**src/rtl/spike_train_gen_if.sv**
```systemverilog
// Load channel for spike_train_gen: a valid/ready handshake carrying the
// number of spikes to emit in the next train.
interface spike_train_gen_if #(
  parameter int size_code = 8
);
  logic                 load_valid;
  logic                 load_ready;
  logic [size_code-1:0] count_in;

  modport master (
    output load_valid,
    output count_in,
    input  load_ready
  );

  modport slave (
    input  load_valid,
    input  count_in,
    output load_ready
  );
endinterface

```
**src/rtl/spike_train_gen.sv**
```systemverilog
// Spike train generator: after a count N is loaded, emits N one-cycle spikes
// on bitout separated by GAP idle cycles (enable low freezes the train), then
// pulses done for one cycle and returns to IDLE ready for the next count.
module spike_train_gen #(
  parameter int size_code = 8,
  parameter int GAP       = 1
) (
  input  logic                  clk,
  input  logic                  reset,
  spike_train_gen_if.slave      lif,
  input  logic                  enable,
  output logic                  bitout,
  output logic [size_code-1:0]  remaining,
  output logic                  busy,
  output logic                  done
);

  localparam int GW = (GAP > 0) ? $clog2(GAP + 1) : 1;
  localparam logic [GW-1:0] GAP_V = GW'(GAP);

  typedef enum logic [1:0] {
    S_IDLE = 2'd0,
    S_EMIT = 2'd1,
    S_DONE = 2'd2
  } state_t;

  state_t               state_q, state_d;
  logic [size_code-1:0] remaining_q, remaining_d;
  logic [GW-1:0]        gap_q, gap_d;
  logic                 bitout_q, bitout_d;
  logic                 done_q, done_d;

  // Next-state logic: load in IDLE, spike/gap pacing in EMIT, done pulse from DONE.
  always_comb begin
    state_d     = state_q;
    remaining_d = remaining_q;
    gap_d       = gap_q;
    bitout_d    = 1'b0;
    done_d      = 1'b0;
    unique case (state_q)
      S_IDLE: begin
        if (lif.load_valid) begin
          gap_d = '0;
          if (lif.count_in != '0) begin
            remaining_d = lif.count_in;
            state_d     = S_EMIT;
          end else begin
            // An empty train still produces its done pulse, just without spikes.
            remaining_d = '0;
            state_d     = S_DONE;
          end
        end
      end
      S_EMIT: begin
        if (enable) begin
          if (gap_q == '0) begin
            bitout_d    = 1'b1;
            remaining_d = remaining_q - size_code'(1);
            gap_d       = GAP_V;
            // remaining is never 0 in EMIT, so the decrement cannot wrap.
            if (remaining_q == size_code'(1)) begin
              state_d = S_DONE;
            end
          end else begin
            gap_d = gap_q - GW'(1);
          end
        end
      end
      S_DONE: begin
        done_d  = 1'b1;
        state_d = S_IDLE;
      end
      default: begin
        state_d = S_IDLE;
      end
    endcase
  end

  // State and output registers, cleared asynchronously so a reset aborts a train at once.
  always_ff @(posedge clk or negedge reset) begin
    if (!reset) begin
      state_q     <= S_IDLE;
      remaining_q <= '0;
      gap_q       <= '0;
      bitout_q    <= 1'b0;
      done_q      <= 1'b0;
    end else begin
      state_q     <= state_d;
      remaining_q <= remaining_d;
      gap_q       <= gap_d;
      bitout_q    <= bitout_d;
      done_q      <= done_d;
    end
  end

  assign lif.load_ready = (state_q == S_IDLE);
  assign busy           = (state_q != S_IDLE);
  assign bitout         = bitout_q;
  assign remaining      = remaining_q;
  assign done           = done_q;

endmodule

```
**src/flat_wrapper.sv**
```systemverilog
// flat-port wrapper written by rule: the top's interface ports become plain ports
module spike_train_gen_flat 
#(
  parameter int size_code = 8,
  parameter int GAP       = 1
)
  (clk, reset, enable, bitout, remaining, busy, done, lif_load_valid, lif_count_in, lif_load_ready);
  spike_train_gen_if #(.size_code(size_code)) lif_i ();
  input  logic clk;
  input  logic reset;
  input  logic enable;
  output logic bitout;
  output logic [size_code-1:0] remaining;
  output logic busy;
  output logic done;
  input wire logic [$bits(lif_i.load_valid)-1:0] lif_load_valid;
  input wire logic [$bits(lif_i.count_in)-1:0] lif_count_in;
  output wire logic [$bits(lif_i.load_ready)-1:0] lif_load_ready;
  assign lif_i.load_valid = lif_load_valid;
  assign lif_i.count_in = lif_count_in;
  assign lif_load_ready = lif_i.load_ready;
  spike_train_gen #(.size_code(size_code), .GAP(GAP)) u_core (.clk(clk), .reset(reset), .lif(lif_i), .enable(enable), .bitout(bitout), .remaining(remaining), .busy(busy), .done(done));
endmodule
```
**config.mk**
```make
export PLATFORM = sky130hd
export DESIGN_NAME = spike_train_gen_flat
export DESIGN_NICKNAME = d
export VERILOG_FILES = /design/src/rtl/spike_train_gen_if.sv /design/src/rtl/spike_train_gen.sv /design/src/flat_wrapper.sv
export SDC_FILE = /design/constraint.sdc
export NUM_CORES = 1
export LEC_CHECK = 0
export ABC_AREA = 1
export CELL_PAD_IN_SITES_DETAIL_PLACEMENT = 0
export CELL_PAD_IN_SITES_GLOBAL_PLACEMENT = 1
export CORE_MARGIN = 2
export CORE_UTILIZATION = 37
export DETAILED_ROUTE_END_ITERATION = 12
export DONT_BUFFER_PORTS = 1
export PLACE_DENSITY_LB_ADDON = 0.1
export SYNTH_ARGS = -nofsm -noshare
export SYNTH_HDL_FRONTEND = slang
export SYNTH_SLANG_ARGS = --single-unit
```
**constraint.sdc**
```tcl
create_clock -name clk -period 1.23 [get_ports clk]
set_input_delay 0.246 -clock clk [delete_from_list [all_inputs] [get_ports clk]]
set_output_delay 0.246 -clock clk [all_outputs]
set_load 0.01 [all_outputs]
```
==> summary.md, run 1 <==
| Metric | Value |
|---|---|
| Design area | `0.00129 mm2` |
| Initial antenna violation count | `0` |
| Die Area | `0.00266 mm2` |
| Internal power | `2.05 mW` |
| PortBufs | `0` |
| Diode count | `0` |
| Post-synthesis async set-or-reset flop share | `1.00` |
| Slew HR | `0.580` |
| Clk buf depth | `2` |
| Crit path from | `u_core.state_q[0]` |
| Data required, critical path | `0.98 ns` |
| DIE WIDTH | `51.6 um` |
| Clock share of power | `0.073` |
| Skew-Pair Late Insertion Delay | `0.28 ns` |
| Post-synthesis compound-gate area fraction | `0.129` |
| Crit. End Element | `output pin` |
| Synth area leaders | `dfrtp_1 (39%), nand2_1 (15%), nor2_1 (8.5%)` |
| # clock sinks | `13` |
| H-tree depth | `1` |
| Number of global-route vias before repair | `787` |
| Placer congestion estimate | `approximately 0.78` |
| Setup-failing EPs final | `9` |
| Hold Path Class | `primary input to flip-flop` |
| Post-synthesis xor/xnor area fraction | `0` |
| DPL Wire Length | `1.65 mm` |
| Post-Synthesis Cell Area | `837 um2` |
| Clock slew at reported path FFs | `0.09 ns` |
| Largest net degree at the start of global routing | `14` |
| WL/cell | `~13 um` |
| Fin crit share | `1.04` |
| Syn Nets | `140` |
| Initial drt markers | `14` |
| Switch share | `0.459` |
| Ys flop type | `dfrtp_1` |
| Power per cell area | `2950 mW/mm2` |
| WS Path Type | `flip-flop to output pin` |
| NumNets Final | `177` |
| Worst Tran Pin Value | `approximately 0.63 ns` |
| #FFs+latches synth | `13` |
| Crit-path max FO | `4` |
| Root Driver | `clkbuf_4` |
| P_sw | `1.74 mW` |
| Antenna-violating nets left | `0` |
| First-pass GRT wire length | `3.49 mm` |
| Maxcap violations | `0` |
| Top Ports | `24` |
| Pleak | `0.647 nW` |
| Final wirelength | `2.39 mm` |
| Post-Syn Instances | `126` |
| Area growth, synth to finish | `53.7%` |
| Initial Util | `0.386` |
| Synth top area share | `0.389` |
| Failing checks | `negative setup slack` |
| RSZ-0062 raised after global routing | `yes` |
| Synth Area in Simple Gates | `0.363` |
| EDFF count, synth | `0` |
| Sequential share of the synthesized area | `0.389` |
| Sequential cell area | `roughly 330 um2` |
| Layout Skew | `0.00403 ns` |
| Layout cells sized above 1 | `0.389` |
| Final Max Slew Viols | `0` |
| Vias after detailed routing | `928` |
| Status | `finished with violations` |
| Post-synthesis mux area share | `0` |
| Routed vias/inst | `around 5` |
| Post-synth cell types | `16` |
| Cell with the most instances after synthesis | `nand2_1` |
| Congestion Overflow GR | `0` |
| Origin of the critical flop-to-flop path | `u_core.state_q[1]` |
| Combinational power share | `0.693` |
| Leading area contributor after synthesis | `dfrtp_1` |
| Synth top cells by count | `nand2_1 (34), nor2_1 (19), inv_1 (17)` |
| Total CTS buffers | `3` |
| Syn Area/Cell | `6.64 um2` |
| Final Hold Fails | `0` |
| Startpoint types | `flip-flop` |
| Final setup margin | `-0.0514 ns` |
| Min-delay src | `enable` |
| Filler cells | `224` |
| TritonRoute pass-1 iters | `4` |
| Post-route DRC violation count | `0` |
| Multi-input gate area | `531 um2` |
| Gr usage total | `0.178` |
| Main combinational cell family by area after synthesis | `simple AND/OR/NAND/NOR gates` |
| Adder-Cell Fraction of Synth Area | `0.0299` |
| TritonCTS clock tree | `built` |
| Flop pwr share | `0.234` |
| Share of the core filled with cells | `0.593` |
| Total power | `3.79 mW` |
| Dpl cell area | `992 um2` |
| VDD IR max | `1.67 mV` |
| CORE AREA | `~0.0022 mm2` |
| Yosys warnings | `0` |
| Final min period | `between 1 and 1.5 ns` |
| Maximum clock rate | `780 MHz` |
| WP data arrival | `1.04 ns` |
| Chip height | `51.6 um` |
| Std cell rows | `17` |
-- cell type report --
cell class,instances,share of cell area
multi-input cells,93,0.412
flip-flops and latches,13,0.256
repair buffers,32,0.222
inverters,20,0.0623
well taps,28,0.0272
clock buffers,4,0.0204
-- timing repair --
action | 4_1_cts | 5_1_grt
buffers inserted | 5 | 10
pin swaps | 1 | 9
setup endpoints to repair | 9 | 12
endpoints found under the hold margin | 13 | 0
gates resized for setup | 9 | 34
hold buffers | 1 | 0
-- state kept, by name (all words and copies together) (netlist names) --
name              flops
u_core.state_q        2
u_core.gap_q          1
u_core.bitout         1
u_core.done           1
u_core.remaining      8
-- path summary, 6_finish.rpt --
kind	slack (ns)	cells past startpoint	end
worst min register to register	0.55	2	u_core.remaining[3]
max in group asynchronous	0.37	1	u_core.remaining[3]
worst min-delay path	0.14	2	u_core.bitout
min in group asynchronous	0.42	1	u_core.done
worst max register to register	-0.04	7	u_core.remaining[3]
worst max-delay path	-0.05	2	lif_load_ready
-- worst max-delay path: stages, from the launching register on --
cell and delay (ns):
dfrtp_2 0.47, nor2_4 0.17, buf_6 0.12
-- power groups by stage --
stage / combinational [mW] / sequential (mW) / clock (mW)
after floorplan: 1.03 / 0.899 / 0
after global placement: 1.75 / 0.865 / 0
after detailed placement: 1.75 / 0.864 / 0
after CTS: 1.94 / 0.866 / 0.283
after global routing: 2.89 / 0.927 / 0.301
final: 2.63 / 0.885 / 0.277
-- per-layer routing --
metal / global-route usage / wire length (um)
met4: 0.0789 / 32
met3: 0.0316 / 51
met1: 0.230 / 1020
met2: 0.291 / 1280
met5: 0 / 0
-- placed cells by master, fill, tap and decap left out, drive strengths merged --
master and count:
dfrtp 13, o21ai 16, buf 31, a21oi 4
ha 2, inv 20, clkbuf 4, nand2 36
nor2 20, dlygate4sd3 1, nand3 14, nand4 1
-- cell families after synthesis --
kind of cell | after synthesis
AO/OA/AOI/OAI | 20
AND/OR/NAND/NOR | 71
buffers and inverters | 20
adder cells (fa/ha/maj) | 2
flip-flops | 13
-- per-stage QoR --
step / instances / setup TNS [ns] / hold WS (ns) / setup slack [ns]
after floorplan: 126 / 0 / -0.0496 / 0.0370
final: 190 / -0.242 / 0.137 / -0.0514
after detailed placement: 170 / -0.00847 / -0.0494 / -0.00847
after global routing: 190 / -0.944 / 0.145 / -0.110
after CTS: 180 / -0.0701 / 0.136 / -0.0303
after global placement: 170 / -0.0860 / -0.0494 / -0.0316
Note: power is estimated with default switching activity, not from simulation.
==> run 2: changes to the inputs <==
- ABC_AREA: 1 -> default
- CORE_UTILIZATION: 37 -> 40
==> summary.md, run 2 <==
| Metric | Value |
|---|---|
| Worst Hold Endpoint | `u_core.remaining[4]` |
| Placed cells | `156` |
| Syn Nets | `116` |
| Met1 wire length | `1.25 mm` |
| NumNets Final | `roughly 160` |
| Setup-failing EPs final | `12` |
| Routed vias/inst | `5.95` |
| Slew HR | `0.603` |
| TritonCTS clock tree | `built` |
| DIE WIDTH | `a little over 50 um` |
| Reg2reg setup slack | `-0.35 ns` |
| Final wirelength | `3.07 mm` |
| Initial antenna violation count | `0` |
| Clock slew at reported path FFs | `approximately 0.08 ns` |
| H-tree depth | `1` |
| Std cell rows | `17` |
| Worst reg2reg endpoint | `u_core.remaining[5]` |
| Skew-Pair Late Insertion Delay | `0.29 ns` |
| Power per cell area | `1910 mW/mm2` |
| Cell with the most instances after synthesis | `dfrtp_1` |
| Data required, critical path | `1.40 ns` |
| Area growth, synth to finish | `65.9%` |
| Status | `finished with violations` |
| CORE AREA | `0.00219 mm2` |
| #FFs+latches synth | `13` |
| Synth top cells by count | `dfrtp_1 (13), inv_1 (8), o21ai_0 (7)` |
| Reg2reg path depth | `3` |
| Post-Syn Instances | `102` |
| Diode count | `0` |
| Total CTS buffers | `3` |
| Ys flop type | `dfrtp_1` |
| Root Driver | `clkbuf_4` |
| WL/cell | `17.9 um` |
| TritonRoute pass-1 iters | `4` |
| Clk buf depth | `2` |
| Post-synth cell types | `43` |
| Yosys warnings | `0` |
| Pleak | `0.648 nW` |
| Initial Util | `0.417` |
| First-pass GRT wire length | `5.00 mm` |
| Origin of the critical flop-to-flop path | `u_core.gap_q` |
| Post-route DRC violation count | `0` |
| Sequential share of the synthesized area | `0.356` |
| VDD IR max | `1.68 mV` |
| Top Ports | `24` |
| Number of global-route vias before repair | `a little over 1000` |
| Syn Area/Cell | `between 8 and 9 um2` |
| Startpoint types | `flip-flop` |
| RSZ-0062 raised after global routing | `yes` |
| Final Max Slew Viols | `0` |
| Antenna-violating nets left | `0` |
| Max FFs per register | `8` |
| Die Area | `0.00269 mm2` |
| Final non-filler cell total | `171` |
| Commonest non-fill, non-tap cell in the layout | `buf_4` |
| Placer congestion estimate | `0.789` |
| Synth top area share | `0.356` |
| EDFF count, synth | `0` |
| Crit-path max FO | `2` |
| Initial drt markers | `14` |
| # clock sinks | `13` |
| Fin crit share | `1.29` |
| Worst Hold Depth | `2` |
| Crit. End Element | `flip-flop` |
| Final Hold Fails | `0` |
| Chip height | `51.8 um` |
| Post-synthesis async set-or-reset flop share | `1.00` |
| Synth area leaders | `dfrtp_1 (36%), nor3b_1 (4.9%), o21ai_0 (3.8%)` |
| Met3 WL | `162 um` |
| Min-delay src | `lif_count_in[4]` |
| Vias after detailed routing | `1017` |
| Maximum clock rate | `around 630 MHz` |
| Hold WS | `approximately 0.18 ns` |
| Worst Tran Pin Value | `approximately 0.6 ns` |
| Layout cells sized above 1 | `0.531` |
| Maxcap violations | `0` |
| Highest Signal Layer | `met4` |
| Failing checks | `negative setup slack` |
| Congestion Overflow GR | `0` |
| Routed wl met2 | `1.63 mm` |
| PortBufs | `0` |
| Post-Synthesis Cell Area | `915 um2` |
| Leading area contributor after synthesis | `dfrtp_1` |
| Final min period | `1.58 ns` |
| DPL Wire Length | `2.12 mm` |
| Share of the core filled with cells | `0.693` |
| Final setup margin | `-0.354 ns` |
| Largest net degree at the start of global routing | `15` |
| Layout Skew | `0.00213 ns` |
| Hold Path Class | `primary input to flip-flop` |
| Highest-count cells in the layout ignoring fill and taps | `buf_4 (25), buf_6 (17), dfrtp_1 (11)` |
| Gr usage total | `0.257` |
| WP data arrival | `1.76 ns` |
| WS Path Type | `flip-flop to flip-flop` |
-- run 2: cell count changes after synthesis, sizes merged, moves of 4 or more --
| cell | change |
|---|---|
| clkbuf | +5 |
| inv | -12 |
| nand2 | -32 |
| nand2b | +4 |
| nand3 | -13 |
| nor2 | -14 |
| nor2b | +4 |
| nor3b | +6 |
| nor4 | +4 |
| o21ai | -9 |
-- run 2: worst max path at each step --
stage | start | end | slack, ns | depth (start not counted)
finish | u_core.gap_q | u_core.remaining[5] | -0.35 | 3
global placement | u_core.gap_q | u_core.remaining[5] | -0.33 | 3
CTS | u_core.gap_q | u_core.remaining[5] | -0.37 | 3
global route | u_core.gap_q | u_core.remaining[5] | -0.40 | 3
floorplan | u_core.remaining[3] | u_core.remaining[5] | -0.46 | 4
detailed placement | u_core.gap_q | u_core.remaining[5] | -0.37 | 3
-- run 2: timing repair --
action / CTS / global route
setup buffers: 7 / 3
endpoints found under the setup margin: 14 / 15
pin swaps: 18 / 8
hold endpoints to repair: 13 / 0
hold buffers: 1 / 0
resized for setup: 37 / 12
-- run 2: area by class of cell --
| cell class | instances | area, um2 |
|---|---|---|
| Clock buffer | 3 | 22.5 |
| Clock inverter | 1 | 5.00 |
| Fill cell | 174 | 673 |
| Inverter | 8 | 37.5 |
| Multi-Input combinational cell | 75 | 701 |
| Sequential cell | 13 | 328 |
| Tap cell | 28 | 35.0 |
| Timing Repair Buffer | 43 | 389 |
-- run 2: routing by layer --
| metal | vias up | track usage |
|---|---|---|
| met4 | 0 | 0.0658 |
| met5 | - | 0 |
| met2 | 36 | 0.470 |
| li1 | 473 | - |
| met1 | 504 | 0.306 |
| met3 | 4 | 0.0431 |
-- run 2: metrics by stage --
step,power [mW],setup slack [ns],TNS (ns),instance area [um2]
global placement,2.05,-0.335,-1.86,1200
finish,2.90,-0.354,-1.74,1520
detailed placement,2.09,-0.371,-1.98,1200
floorplan,1.53,-0.460,-1.07,963
CTS,2.73,-0.366,-1.53,1440
global route,3.05,-0.396,-2.31,1520
-- run 2: logic make-up after synthesis --
group	share of synthesized area
AOI/OAI and AO/OA	0.218
adders and majority gates	0.0274
and+or+nand+nor	0.310
DFF	0.356
buffers and inverters	0.0657
muxes	0.0233
-- run 2: power breakdown --
part	internal, mW	switching [mW]
logic	0.975	0.930
registers	0.578	0.143
clock network	0.121	0.155
-- run 2: worst max-delay path, cell delays in order (launching register included) --
cell     delay (ns)
dfrtp_1        0.38
or4b_4         0.54
o211a_1        0.21
or3_1          0.34
==> run 3: changes to the inputs <==
==> constraint.sdc (replaced) <==
create_clock -name clk -period 1.23 [get_ports clk]
set_input_delay 0.123 -clock clk [delete_from_list [all_inputs] [get_ports clk]]
set_output_delay 0.123 -clock clk [all_outputs]
set_load 0.01 [all_outputs]
==> summary.md, run 3 (synthesized netlist as in run 2, its figures left out) <==
| Metric | Value |
|---|---|
| Routed vias/inst | `slightly below 6` |
| Root Driver | `clkbuf_4` |
| Failing checks | `negative setup slack` |
| Power per cell area | `2050 mW/mm2` |
| Share of the core filled with cells | `0.620` |
| Dpl cell area | `between 0.001 and 0.0015 mm2` |
| CP cell instances | `or4b_4 > o211a_1 > or3_1` |
| Std cell rows | `17` |
| TritonRoute pass-1 iters | `4` |
| Top Ports | `24` |
| Startpoint types | `flip-flop` |
| Vias after detailed routing | `about 930` |
| TritonCTS clock tree | `built` |
| # clock sinks | `13` |
| H-tree depth | `1` |
| Placer congestion estimate | `roughly 0.80` |
| Layout Skew | `0.00145 ns` |
| Origin of the critical flop-to-flop path | `u_core.remaining[3]` |
| Crit-path max FO | `2` |
| Worst reg2reg endpoint | `u_core.remaining[5]` |
| Maximum clock rate | `630 MHz` |
| Initial antenna violation count | `0` |
| Chip height | `51.8 um` |
| Highest-count cells in the layout ignoring fill and taps | `buf_4 (27), dfrtp_1 (12), inv_1 (6)` |
| VDD IR max | `1.37 mV` |
| RSZ-0062 raised after global routing | `yes` |
| Hold WS | `between 0.06 and 0.07 ns` |
| Combinational power share | `0.642` |
| Initial Util | `0.417` |
| NumNets Final | `148` |
| Switch share | `0.417` |
| Hold Path Class | `primary input to flip-flop` |
| Min-delay src | `lif_count_in[2]` |
| Sequential cell area | `327 um2` |
| Final wirelength | `2.87 mm` |
| Final Max Slew Viols | `0` |
| Area growth, synth to finish | `48.4%` |
| WS Path Type | `flip-flop to flip-flop` |
| CORE AREA | `0.00219 mm2` |
| First-pass GRT wire length | `4.77 mm` |
| Met1 wire length | `1.21 mm` |
| CP max stage cell | `or4b_4` |
| Flop pwr share | `0.259` |
| Antenna-violating nets left | `0` |
| Worst Tran Pin Value | `0.607 ns` |
| Max FFs per register | `8` |
| DIE WIDTH | `51.8 um` |
| Pleak | `approximately 0.58 nW` |
| Setup-failing EPs final | `12` |
| Final Hold Fails | `0` |
| Skew-Pair Late Insertion Delay | `between 0.2 and 0.3 ns` |
| Top delay family on crit path | `simple AND/OR/NAND/NOR gates` |
| Placed cells | `154` |
| Internal power | `1.62 mW` |
| Diode count | `0` |
| WL/cell | `roughly 18 um` |
| Final non-filler cell total | `161` |
| Crit. End Element | `flip-flop` |
| Total CTS buffers | `3` |
| Worst Hold Endpoint | `u_core.remaining[2]` |
| P_sw | `1.16 mW` |
| Reg2reg path depth | `3` |
| Final setup margin | `-0.358 ns` |
| PortBufs | `0` |
| Largest net degree at the start of global routing | `15` |
| Fin crit share | `1.29` |
| Die Area | `0.00269 mm2` |
| Clock share of power | `0.098` |
| Filler cells | `200` |
| Initial drt markers | `16` |
| Reg2reg setup slack | `-0.36 ns` |
| Clk buf depth | `2` |
| Data required, critical path | `between 1 and 1.5 ns` |
| WP data arrival | `approximately 1.8 ns` |
| Congestion Overflow GR | `0` |
| Number of global-route vias before repair | `1021` |
| Layout cells sized above 1 | `0.444` |
| Gr usage total | `0.246` |
| Maxcap violations | `0` |
| Crit path from | `u_core.remaining[3]` |
| DPL Wire Length | `around 2.1 mm` |
| Clock slew at reported path FFs | `0.09 ns` |
| Routed wl met2 | `1.51 mm` |
| Met3 WL | `between 100 and 150 um` |
| Highest Signal Layer | `met4` |
| Setup WS pre-CTS | `-0.363 ns` |
| Multi-input gate area | `656 um2` |
| Final min period | `about 1.6 ns` |
| Post-route DRC violation count | `0` |
| Slew HR | `0.594` |
| Slowest stage delay, CP | `0.54 ns` |
| Design area | `around 0.0014 mm2` |
| Commonest non-fill, non-tap cell in the layout | `buf_4` |
| Setup TNS Final | `-1.91 ns` |
| Status | `finished with violations` |
| CP Buf/Inv Count | `0` |
| Worst Hold Depth | `2` |
| Total power | `approximately 2.8 mW` |
## run 3: layout make-up
class / instances / share of cell area
multi-input combinational: 75 / 0.483
sequential: 13 / 0.241
tap: 28 / 0.0258
clock buffer: 3 / 0.0166
timing repair buffer: 33 / 0.205
inverter: 8 / 0.0258
clock inverter: 1 / 0.00369
## run 3: worst max path at each step
stage / end / cells past startpoint / slack (ns)
after CTS: u_core.remaining[5] / 3 / -0.35
after floorplan: u_core.remaining[5] / 4 / -0.46
after detailed placement: u_core.remaining[5] / 3 / -0.36
final: u_core.remaining[5] / 3 / -0.36
after global placement: u_core.remaining[5] / 3 / -0.34
after global routing: u_core.remaining[5] / 3 / -0.41
## run 3: per-layer routing
metal	vias to the layer above	global-route usage
li1	453	-
met1	448	0.271
met2	23	0.460
met3	4	0.0517
met4	0	0.0833
met5	-	0
## run 3: worst reg2reg max path: cells and delay by family, from the launching register on
family          cells  cell delay, ns
compound gates      1            0.21
simple gates        2            0.87
flops               1            0.39
## run 3: power by group through the flow
| stage | sequential [mW] | clock (mW) | combinational [mW] |
|---|---|---|---|
| floorplan | 0.845 | 0 | 0.683 |
| global placement | 0.695 | 0 | 1.36 |
| detailed placement | 0.702 | 0 | 1.38 |
| CTS | 0.720 | 0.282 | 1.66 |
| global route | 0.743 | 0.303 | 1.92 |
| finish | 0.721 | 0.272 | 1.78 |
## run 3: repair_timing
item                                   4_1_cts  5_1_grt
hold buffers                                 1        0
buffers inserted                             2        1
gates resized for setup                     20        8
pin swaps                                    6        4
endpoints found under the hold margin       13        0
setup endpoints to repair                   13       14
